$ cat config.mk
export PLATFORM = sky130hd
export DESIGN_NAME = led_stretch_pwm
export DESIGN_NICKNAME = d
export VERILOG_FILES = /design/src/rtl/led_stretch_pwm.sv
export SDC_FILE = /design/constraint.sdc
export NUM_CORES = 1
export LEC_CHECK = 0
export ABC_AREA = 1
export CAP_MARGIN = 0
export CORE_AREA = 2 2 91 93
export CTS_CLUSTER_SIZE = 28
export DETAILED_ROUTE_END_ITERATION = 7
export DIE_AREA = 0 0 93 95
export HOLD_SLACK_MARGIN = 0.02
export PLACE_DENSITY = 0.76
export SLEW_MARGIN = 20
export SYNTH_ARGS = -nofsm -noshare
export SYNTH_HDL_FRONTEND = slang
export SYNTH_SLANG_ARGS = --single-unit
$ cat constraint.sdc
create_clock -name clk -period 1.6 [get_ports clk]
set_input_delay 0.4 -clock clk [delete_from_list [all_inputs] [get_ports clk]]
set_output_delay 0.4 -clock clk [all_outputs]
set_load 0.01 [all_outputs]
$ cat src/rtl/led_stretch_pwm.sv
// LED output stage: registers the core's LED pattern, stretches short pulses so
// they stay visible, gates the result with a period-aligned PWM brightness.
module led_stretch_pwm #(
  parameter int WIDTH       = 8,
  parameter int HOLD_CYCLES = 16,
  parameter int PWM_BITS    = 4
) (
  input  logic                clk,
  input  logic                rst_n,
  input  logic [WIDTH-1:0]    led_in,
  input  logic [PWM_BITS-1:0] duty,
  output logic [WIDTH-1:0]    led_stretched,
  output logic [WIDTH-1:0]    led_out,
  output logic [15:0]         change_cnt
);

  localparam int                 HOLD_W    = $clog2(HOLD_CYCLES + 1);
  localparam logic [HOLD_W-1:0]  HOLD_LOAD = HOLD_W'(HOLD_CYCLES);
  localparam logic [PWM_BITS-1:0] DUTY_FULL = '1;
  localparam logic [15:0]        CNT_MAX   = 16'hFFFF;

  logic [WIDTH-1:0]    led_q;
  logic [WIDTH-1:0]    led_q_prev;
  logic [HOLD_W-1:0]   hold_cnt [WIDTH];
  logic [PWM_BITS-1:0] pwm_cnt;
  logic [PWM_BITS-1:0] duty_q;

  logic pwm_wrap;
  logic pwm_en;
  logic led_changed;

  assign pwm_wrap    = (pwm_cnt == DUTY_FULL);
  // Full-scale duty must be steady on; a plain compare would leave one dark slot.
  assign pwm_en      = (duty_q == DUTY_FULL) || (pwm_cnt < duty_q);
  assign led_changed = (led_q != led_q_prev);

  // NOTE: sequential state uses non-blocking assignments so every register
  // samples the pre-edge value of the others, independent of statement order.
  always_ff @(posedge clk or negedge rst_n) begin
    if (!rst_n) begin
      led_q      <= '0;
      led_q_prev <= '0;
    end else begin
      led_q      <= led_in;
      led_q_prev <= led_q;
    end
  end

  // NOTE: the hold counter array is reset explicitly, element by element, so a
  // reset in the middle of a stretch leaves no residual lit lamp afterwards.
  always_ff @(posedge clk or negedge rst_n) begin
    if (!rst_n) begin
      for (int i = 0; i < WIDTH; i++) hold_cnt[i] <= '0;
      led_stretched <= '0;
    end else begin
      for (int i = 0; i < WIDTH; i++) begin
        // A new pulse reloads the counter even mid-stretch, so no gap appears.
        if (led_q[i])
          hold_cnt[i] <= HOLD_LOAD;
        else if (hold_cnt[i] != '0)
          hold_cnt[i] <= hold_cnt[i] - 1'b1;
        led_stretched[i] <= led_q[i] | (hold_cnt[i] != '0);
      end
    end
  end

  // Duty is captured only at the period boundary so a period is never split.
  always_ff @(posedge clk or negedge rst_n) begin
    if (!rst_n) begin
      pwm_cnt <= '0;
      duty_q  <= '0;
      led_out <= '0;
    end else begin
      pwm_cnt <= pwm_cnt + 1'b1;
      if (pwm_wrap)
        duty_q <= duty;
      led_out <= led_stretched & {WIDTH{pwm_en}};
    end
  end

  always_ff @(posedge clk or negedge rst_n) begin
    if (!rst_n)
      change_cnt <= '0;
    else if (led_changed && (change_cnt != CNT_MAX))
      change_cnt <= change_cnt + 16'd1;
  end

endmodule

Word-level counts from Yosys, hierarchy flattened
Cells that the tools add are included.
W data, S select, Z words.
- $add $sub $neg: 10
- magnitude comparators: 1
- equality and inequality tests: 4
- multiplexer cells: 16
- bitwise operators: 9
- reductions and logical operators: 18
- operators with widths (operator ; count):
    $mux W5 ; 16
    $reduce_bool A5 Y1 ; 8
    $sub A5 B1 Y5 const B ; 8
    $add A16 B1 Y16 const B ; 1
    $ne A16 B16 Y1 const B ; 1
    $reduce_bool A2 Y1 ; 8
    $and A8 B8 Y8 ; 1
    $eq A4 B4 Y1 const B ; 2
    $ne A8 B8 Y1 ; 1
    $or A1 B1 Y1 ; 8
    $add A4 B1 Y4 const B ; 1
    $lt A4 B4 Y1 ; 1
    $logic_and A1 B1 Y1 ; 1
    $logic_or A1 B1 Y1 ; 1
- bits in registers: 96
- bits of input ports: 14
- output and inout bits: 32
- logic and storage cells: 73

Depth between registers and ports, before layout
Gate-level depths: netlist of the first run.
- word-level depth: 3
- depth in mapped cells: 10
- mapped depth without buffers: 9

Least setup slack after synthesis of the first run
Ideal clock, no wire load.
- kind: register -> register
- from: register change_cnt[1]
- to: register change_cnt[13]
- library setup time: 117 ps
- data arrival time: 1353 ps
- required time: 1483 ps
- path slack: 130 ps
- cell stages (with the launch flop): 8
- path buffers: 1
- period minus slack after synthesis: 1470 ps
- cell sequence: dfrtp_1 ha_1 nand3_2 inv_2 nand4_4 buf_2 nand3_1 nand2_1
- cells in the longest elaborated chain, start to end: 2
- elaborated cells between the ends (all ways): 3
- those cells by class: add/sub (1); eq/ne (1); reduce/logical (1)
- ends and longest elaborated chain (element ; RTL line ; source):
    start: declaration ; 14 ; output logic [15:0] change_cnt
    start signal: assignment ; 85 ; change_cnt <= change_cnt + 16'd1;
    branches (longest 2 deep; another with $add A16 B1 Y16) ; n/a ;
Parallel ways; which one is timed is not known.
A chain may end at the register's enable or synchronous reset.

Worst setup path after layout of the first run
- from: register change_cnt[0]
- to: output change_cnt[0]
No word-level cell between the ends.

==> results.toml, run 1 <==
[floorplan]
initial_utilization_pct = 54.1
ios = 46
die_area_mm2 = 0.00884
chipWidth_um = 93
core-area_mm2 = 0.00793
placementRows = 33
die_h_um = 95

[finish]
layout.filler_cells = 659
mostFrequentLayoutCell = "sky130_fd_sc_hd__nand2_1"
diodes = 0
area_of_the_multi_input_gates_mm2 = 0.00162
share_of_layout_cells_above_drive_strength_1_pct = 13.2
final-seq-area_mm2 = 0.00241
area.growth.synth_to_final_pct = 24.1
layout_common_cells = "109 x sky130_fd_sc_hd__nand2_1, 90 x sky130_fd_sc_hd__dfrtp_1, 62 x sky130_fd_sc_hd__inv_1"
nNetsFinal = 577

[synthesis]
synthArstFlopShare_pct = 100
mappedNetlistArea_mm2 = 0.00429
yosys_most_used_dff = "sky130_fd_sc_hd__dfrtp_1"
yosys_warnings = 0
synth-seq-cells = 96
syn-num-nets = 489
synth_sequential_area_ratio_pct = 56.0
postSynthAreaPerCell_um2 = 9.29
synth_cells = 462
synth-edff-count = 0
synth_cell_type_count = 33

[run_status]
result_of_the_run = "finished, final reports clean"

[timing]
final_max_slew_viol_count = 0
relSlewSlack_pct = 75.9
tightestPinTransition_ns = 0.361
grt_setup_unrepaired = "false"
setup_violations = 0
final.min_clock_period_ns = 1.53
fin_worst_skew_ns = 0.00949
fin_setup_tns_ns = 0
finalCritPeriodShare_pct = 95.9
final.setup.worst_slack_ns = 0.0652
timing.fmax_mhz = 652
finalHoldViolations = 0

[worst_setup_path]
timing.critical_path.to_type = "primary output"
path_max_fanout = 4
crit_type = "reg -> out"
reg2reg_depth = 6
critPathRequiredTime_ns = 1.20
arrival_ns = 1.13
setup.worst_path.start_class = "flip-flop"

[clock_tree]
tritoncts = "done"
cts_buffer_count = 9
clock_sinks = 96
cts_root_buf = "sky130_fd_sc_hd__clkbuf_8"
clkLatencyLatePin_ns = 0.36
ctsLongestPathBuffers = 2
cts-htree-levels = 3
clk_transition_reported_paths_ns = 0.09

[global_route]
grt_overflow_total = 0
number_of_antenna_violations_at_the_first_check_in_global_routing = 0
grt_usage_pct = 20.5
grt_pass1_vias = 3302
grt_pass1_wl_um = 14200
grt_start_max_net_pins = 41

[placed_design]
dp_worst_setup_slack_ns = 0.118
numPortBuffers = 45
gpl.final_weighted_congestion = 0.821
dp_hpwl_um = 5990

[worst_hold_path]
holdPathStages = 1
min-delay-path-class = "in -> reg"

[drt]
vias = 3299
drt_iter0_markers = 159
wire_per_inst_um = 12.3
firstDrtPassIters = 4
drt_wl_total_um = 8100
detail-route-antenna-nets = 0
vias_per_cell = 5.00
number_of_remaining_drc_errors = 0

[pwr]
pwr_density_cell_mw_per_mm2 = 1410
largest_vdd_supply_drop_uv = 697
power.static_leakage_nw = 2.68

[flow_run]
drv_cap = 0
==> worst max-delay path, stage by stage, from the launching register on <==
cell and delay, ns:
sky130_fd_sc_hd__dfrtp_1 0.39, sky130_fd_sc_hd__buf_4 0.15, sky130_fd_sc_hd__clkdlybuf4s15_1 0.22
==> power breakdown <==
| group | total [W] | switching (W) | internal, W |
|---|---|---|---|
| registers | 0.00347 | 0.000436 | 0.00303 |
| clock network | 0.00158 | 0.000807 | 0.000773 |
| logic | 0.00247 | 0.00135 | 0.00113 |
==> cell families after synthesis <==
logic type,Yosys count,synth area share (%)
simple gates,222,23.7
flops,96,56.0
buf+inv,70,6.50
compound gates,38,5.25
xor+xnor,22,4.49
fa+ha+maj,13,3.79
mux,1,0.262
==> final timing paths <==
path	from	endpoint	slack, ns
worst max-delay path	change_cnt[0]	change_cnt[0]	0.07
worst min-delay path	led_in[4]	led_q[4]	0.46
worst max register to register	hold_cnt[25]	hold_cnt[25]	0.11
worst min register to register	pwm_cnt[0]	pwm_cnt[0]	0.47
max in group asynchronous	rst_n	change_cnt[6]	0.57
min in group asynchronous	rst_n	led_q[4]	0.48
==> cell usage after synthesis, types with 7 or more instances <==
cell type	instances	area share (%)
sky130_fd_sc_hd__nand3b_1	7	1.2
sky130_fd_sc_hd__o31ai_1	7	1.2
sky130_fd_sc_hd__nand3_1	41	4.8
sky130_fd_sc_hd__dfrtp_1	96	56
sky130_fd_sc_hd__xor2_1	12	2.4
sky130_fd_sc_hd__nand4_1	7	1.0
sky130_fd_sc_hd__o21ai_0	8	0.93
sky130_fd_sc_hd__a211oi_1	7	1.2
sky130_fd_sc_hd__nand2_1	109	9.5
sky130_fd_sc_hd__ha_1	13	3.8
sky130_fd_sc_hd__nor3_1	8	0.93
sky130_fd_sc_hd__xnor2_1	10	2.0
sky130_fd_sc_hd__inv_1	62	5.4
sky130_fd_sc_hd__nor2_1	37	3.2
sky130_fd_sc_hd__a21oi_1	13	1.5
==> sequential cells by signal, indices dropped and copies added, names as in the netlist <==
signal         count
change_cnt        16
duty_q             4
hold_cnt          40
led_out            8
led_q              8
led_q_prev         8
led_stretched      8
pwm_cnt            4
==> per-layer routing <==
metal / vias to the layer above / part of all wire (%) / track usage (%)
met5: - / 0 / 0
met4: 0 / 1.9 / 8.82
met3: 16 / 4.1 / 3.03
met2: 62 / 50 / 36.1
met1: 1564 / 44 / 25.2
li1: 1657 / - / -
==> repair_timing <==
item,in CTS,in global routing
pin swaps,0,1
hold buffers,1,0
setup endpoints to repair,32,14
resized for setup,38,4
hold endpoints to repair,24,0
setup buffers,10,2
==> through the flow <==
step	area (µm²)	hold slack (ns)	total power (W)	std cells	utilization [%]
after floorplan	4290	0.104	0.00508	462	-
after global placement	5050	0.337	0.00584	631	63.7
after detailed placement	5050	0.341	0.00601	631	63.7
after CTS	5300	0.458	0.00756	658	66.8
after global routing	5330	0.457	0.00808	660	67.2
final	5330	0.464	0.00752	660	67.2
==> area by class of cell <==
cell class              instances  area share (%)
clock buffers                  12            2.72
well taps                     105            2.47
multi-input cells             296            30.4
clock inverters                 4           0.987
repair buffers                 81            13.5
flip-flops and latches         96            45.2
inverters                      66            4.65
Note: power is estimated with default switching activity, not from simulation.
==> run 2: changes to the inputs <==
- REMOVE_ABC_BUFFERS: not set -> 1
- TNS_END_PERCENT: not set -> 50
==> run 2 against run 1 <==
  * Sequential power about the same
  * Flip-flop and latch count stayed put
  * Clock power fell by 7%
  * Critical endpoint is now hold_cnt[26]
  * Highest routed layer unchanged
==> results.toml, run 2 (synthesis results as in run 1) <==
[finish]
final_core_utilization_pct = 66.2
area.growth.synth_to_final_pct = 22.4
mostFrequentLayoutCell = "sky130_fd_sc_hd__nand2_1"
nNetsFinal = 571
registers.top_by_ff_count = "hold_cnt"
reg.largest.list = "hold_cnt: 40 flops, change_cnt: 16 flops"
layout_common_cells = "109 x sky130_fd_sc_hd__nand2_1, 92 x sky130_fd_sc_hd__dfrtp_1, 62 x sky130_fd_sc_hd__inv_1"
diodes = 0
share_of_layout_cells_above_drive_strength_1_pct = 12.6
largest_reg_flops = 40
stdcell_count = 654

[drt]
vias_per_cell = 5.04
vias = 3293
number_of_remaining_drc_errors = 0
firstDrtPassIters = 4
detail-route-antenna-nets = 0
drt_iter0_markers = 185
drt_wl_total_um = 7760
wire_per_inst_um = 11.9

[pwr]
largest_vdd_supply_drop_uv = 679
combPwrFrac_pct = 32.7
p_switching_w = 0.00258
power.sequential.fraction_pct = 47.2
totalPowerFinal_w = 0.00732
power.static_leakage_nw = 2.63
netSwitchingFraction_pct = 35.3
p_int_w = 0.00474
relative_contribution_of_the_clock_network_to_total_power_pct = 20.1
pwr_density_cell_mw_per_mm2 = 1390

[global_route]
grt_pass1_wl_um = 13800
grt_pass1_vias = 3100
grt_usage_pct = 19.9
number_of_antenna_violations_at_the_first_check_in_global_routing = 0
grt_overflow_total = 0
grt_start_max_net_pins = 37

[worst_setup_path]
worstPathBufferInverterCount = 1
arrival_ns = 1.82
timing.critical_path.cells = "inv_1 > ha_1 > nand2_1 > or2_1 > or2_2 > o21ai_1"
rrSetupSlack_ns = 0.06
rr_startpoint = "hold_cnt[25]"
critical_path_cell_count = 6
startpoint = "hold_cnt[25]"
path_max_fanout = 5
timing.critical_path.to_type = "flip-flop"
reg2reg_depth = 6
crit_end = "hold_cnt[26]"
critPathRequiredTime_ns = 1.89
reg2reg_to = "hold_cnt[26]"
crit_path_top_delay_cell = "sky130_fd_sc_hd__dfrtp_1"
cp_top_family = "simple AND/OR/NAND/NOR gates"
crit_type = "reg -> reg"
setup.worst_path.start_class = "flip-flop"
timing.critical_path.slowest_cell_delay_ns = 0.38

[run_status]
result_of_the_run = "finished, final reports clean"

[timing]
grt_setup_unrepaired = "false"
finalCritPeriodShare_pct = 96.0
tightestPinTransition_ns = 0.295
timing.fmax_mhz = 651
setup_violations = 0
final.min_clock_period_ns = 1.54
fin_worst_skew_ns = 0.00770
finalHoldViolations = 0
final_max_slew_viol_count = 0
relSlewSlack_pct = 80.3
fin_setup_tns_ns = 0

[floorplan]
chipWidth_um = 93
ios = 46
die_area_mm2 = 0.00884
die_h_um = 95
placementRows = 33
initial_utilization_pct = 54.1
core-area_mm2 = 0.00793

[clock_tree]
cts_buffer_count = 9
clock_sinks = 96
ctsLongestPathBuffers = 2
tritoncts = "done"
clk_transition_reported_paths_ns = 0.09
cts-htree-levels = 3
cts_root_buf = "sky130_fd_sc_hd__clkbuf_8"
clkLatencyLatePin_ns = 0.36

[placed_design]
numPortBuffers = 45
place.detailed.instances = 624
dp_hpwl_um = 5580
gpl.final_weighted_congestion = 0.919

[worst_hold_path]
min-delay-path-class = "in -> async"

[flow_run]
drv_cap = 0
## run 2: cell types whose count changed in the layout (fill, tap and decap cells not counted), sizes merged
| cell | before | now |
|---|---|---|
| clkinvlp | 0 | 3 |
| buf | 36 | 30 |
| bufinv | 1 | 0 |
| clkdlybuf4s15 | 2 | 0 |
| dlygate4sd2 | 30 | 32 |
| clkbuf | 12 | 10 |
| inv | 67 | 68 |
| clkinv | 2 | 1 |
## run 2: power by group through the flow
stage               registers [W]  logic [W]  clock network (W)
floorplan                 0.00353    0.00154                  0
global placement          0.00356    0.00222                  0
detailed placement        0.00356    0.00232                  0
CTS                       0.00345    0.00239            0.00153
global route              0.00353    0.00274            0.00165
finish                    0.00346    0.00239            0.00147
## run 2: area by class of cell
type / count / area, µm²
Fill cell: 626 / 2680
Timing Repair Buffer: 75 / 661
Inverter: 66 / 248
Sequential cell: 96 / 2410
Clock inverter: 6 / 51.3
Tap cell: 105 / 131
Multi-Input combinational cell: 296 / 1620
Clock buffer: 10 / 138
## run 2: layer usage
| metal | up-vias | part of all wire (%) | GRT usage (%) |
|---|---|---|---|
| met5 | - | 0 | 0 |
| met4 | 0 | 1.9 | 7.72 |
| met3 | 12 | 3.7 | 4.23 |
| met2 | 61 | 48 | 32.9 |
| met1 | 1572 | 47 | 26.0 |
| li1 | 1648 | - | - |
## run 2: how the worst min path moves through the flow
stage / endpoint / startpoint / slack [ns] / cells after the start
floorplan: change_cnt[0] / rst_n / 0.10 / 0
global placement: hold_cnt[29] / rst_n / 0.31 / 1
detailed placement: hold_cnt[29] / rst_n / 0.31 / 1
CTS: hold_cnt[29] / rst_n / 0.45 / 2
global route: led_q[2] / led_in[2] / 0.44 / 1
finish: hold_cnt[29] / rst_n / 0.46 / 2
## run 2: timing repair
action,4_1_cts,5_1_grt
setup endpoints to repair,32,14
resized for setup,35,4
hold buffers,1,0
setup buffers,13,0
hold endpoints to repair,18,0
## run 2: metrics by stage
stage / worst slack (ns) / hold WS (ns) / cell area [µm²]
finish: 0.0643 / 0.464 / 5250
detailed placement: 0.0797 / 0.310 / 4980
CTS: 0.0702 / 0.448 / 5240
floorplan: 0.132 / 0.104 / 4260
global placement: 0.156 / 0.310 / 4980
global route: 0.00340 / 0.436 / 5250
==> run 3: changes to the inputs <==
- CORE_AREA: 2 2 91 93 -> 2 2 82 103
- DIE_AREA: 0 0 93 95 -> 0 0 84 105
==> run 3 against run 2 <==
  * Flip-flop and latch count stayed put
  * Clock skew rose by 0.0014 ns
  * Routed wire length rose by 8.0%
  * Fmax is 2.1% lower
  * Clock-buffer cell count is 3 higher
  * Critical path depth stayed put
  * Via count up 1.2%
  * Sequential share of layout area is essentially flat
  * Sequential power about the same
  * Combinational power rose by 3%
  * First-iteration DRC count decreased by 17%
  * Largest power group unchanged
==> results.toml, run 3 (synthesis results as in run 1) <==
[run_status]
result_of_the_run = "finished, final reports clean"

[drt]
vias = 3331
wire_per_inst_um = 13.1
vias_per_cell = 5.20
firstDrtPassIters = 4
drt_iter0_markers = 154
detail-route-antenna-nets = 0
drt_wl_total_um = 8380
number_of_remaining_drc_errors = 0

[finish]
final-seq-area_mm2 = 0.00241
mostFrequentLayoutCell = "sky130_fd_sc_hd__nand2_1"
layout_common_cells = "109 x sky130_fd_sc_hd__nand2_1, 89 x sky130_fd_sc_hd__dfrtp_1, 62 x sky130_fd_sc_hd__inv_1"
final_area_mm2 = 0.00526
share_of_layout_cells_above_drive_strength_1_pct = 12.5
area_of_the_multi_input_gates_mm2 = 0.00162
nNetsFinal = 567
diodes = 0
reg.largest.list = "hold_cnt: 40 flops, change_cnt: 16 flops"
largest_reg_flops = 40
area.growth.synth_to_final_pct = 22.6
final_core_utilization_pct = 67.5
layout.filler_cells = 651
registers.top_by_ff_count = "hold_cnt"

[worst_setup_path]
crit_path_top_delay_cell = "sky130_fd_sc_hd__dfrtp_1"
cp_top_family = "simple AND/OR/NAND/NOR gates"
timing.critical_path.slowest_cell_delay_ns = 0.40
timing.critical_path.cells = "inv_1 > ha_2 > nand2_1 > or2_4 > or2_2 > o21ai_1"
worstPathBufferInverterCount = 1
setup.worst_path.start_class = "flip-flop"
path_max_fanout = 5
arrival_ns = 1.86
crit_type = "reg -> reg"
critPathRequiredTime_ns = 1.89
timing.critical_path.to_type = "flip-flop"

[global_route]
grt_pass1_vias = 3369
number_of_antenna_violations_at_the_first_check_in_global_routing = 0
grt_pass1_wl_um = 14600
grt_start_max_net_pins = 97
grt_overflow_total = 0
grt_usage_pct = 20.4

[timing]
fin_worst_skew_ns = 0.00910
finalHoldWorstSlack_ns = 0.0745
finalCritPeriodShare_pct = 98.0
final_max_slew_viol_count = 0
tightestPinTransition_ns = 0.493
grt_setup_unrepaired = "true"
final.min_clock_period_ns = 1.57
fin_setup_tns_ns = 0
setup_violations = 0
finalHoldViolations = 0
relSlewSlack_pct = 67.1
timing.fmax_mhz = 637

[pwr]
power.static_leakage_nw = 2.64
pwr_density_cell_mw_per_mm2 = 1450
largest_vdd_supply_drop_uv = 797

[placed_design]
numPortBuffers = 45
dp_hpwl_um = 5660
dpl_cell_area_mm2 = 0.00498
gpl.final_weighted_congestion = 0.838

[floorplan]
initial_utilization_pct = 55.1
chipWidth_um = 84
placementRows = 36
die_area_mm2 = 0.00882
die_h_um = 105
ios = 46
core-area_mm2 = 0.00779

[clock_tree]
tritoncts = "done"
cts_buffer_count = 9
cts_hold_repair.buffers = 0
clkLatencyLatePin_ns = 0.36
clock_sinks = 96
clk_transition_reported_paths_ns = 0.09
ctsLongestPathBuffers = 2
cts_root_buf = "sky130_fd_sc_hd__clkbuf_8"
cts-htree-levels = 3

[worst_hold_path]
min-delay-path-class = "in -> async"

[flow_run]
drv_cap = 0
==> run 3: cell types whose count changed in the layout (fill, tap and decap cells not counted), sizes merged <==
cell	previous run	this run
clkbuf	10	13
clkinvlp	3	1
clkdlybuf4s15	0	2
bufinv	0	1
inv	68	67
dlygate4sd3	1	0
clkinv	1	0
dlygate4sd2	32	30
buf	30	27
==> run 3: path summary, 6_finish.rpt <==
kind | depth (start not counted) | endpoint | start | slack [ns]
max | 6 | hold_cnt[25] | hold_cnt[25] | 0.03
min | 2 | pwm_cnt[2] | rst_n | 0.07
max reg2reg | 6 | hold_cnt[25] | hold_cnt[25] | 0.03
min reg2reg | 2 | hold_cnt[19] | hold_cnt[19] | 0.47
max in group asynchronous | 2 | change_cnt[7] | rst_n | 1.12
min in group clk | 1 | led_q[1] | led_in[1] | 0.47
==> run 3: worst register-to-register path: stages (launching register included) <==
cell and delay (ns):
sky130_fd_sc_hd__dfrtp_1 0.40, sky130_fd_sc_hd__inv_1 0.11, sky130_fd_sc_hd__ha_2 0.20, sky130_fd_sc_hd__nand2_1 0.07, sky130_fd_sc_hd__or2_4 0.26, sky130_fd_sc_hd__or2_2 0.31, sky130_fd_sc_hd__o21ai_1 0.15
==> run 3: layer usage <==
layer | track usage [%] | up-vias | part of all wire, %
li1 | - | 1637 | -
met1 | 25.9 | 1604 | 42
met2 | 34.2 | 73 | 52
met3 | 4.03 | 17 | 3.9
met4 | 8.41 | 0 | 1.9
met5 | 0 | - | 0
==> run 3: power breakdown <==
group          internal [W]  switching, W
sequential          0.00303      0.000438
combinational       0.00111       0.00136
clock              0.000858      0.000822
==> run 3: final cells by class <==
class,instances,share of cell area [%]
tap,95,2.26
multi-input combinational,296,30.9
clock inverter,3,0.880
timing repair buffer,71,12.2
inverter,66,4.71
clock buffer,13,3.21
sequential,96,45.8
==> run 3: what timing repair did <==
action,4_1_cts,5_1_grt
endpoints found under the setup margin,32,14
pin swaps,0,1
buffers inserted,10,1
gates resized for setup,38,7
==> run 3: stage by stage <==
| stage | std cells | setup WS [ns] | total power, W |
|---|---|---|---|
| 6_report | 640 | 0.0314 | 0.00763 |
| 3_3_place_gp | 613 | 0.0924 | 0.00577 |
| 4_1_cts | 639 | 0.00821 | 0.00765 |
| 3_5_place_dp | 613 | 0.0426 | 0.00595 |
| 5_1_grt | 640 | -0.0521 | 0.00820 |
| 2_1_floorplan | 458 | 0.132 | 0.00508 |
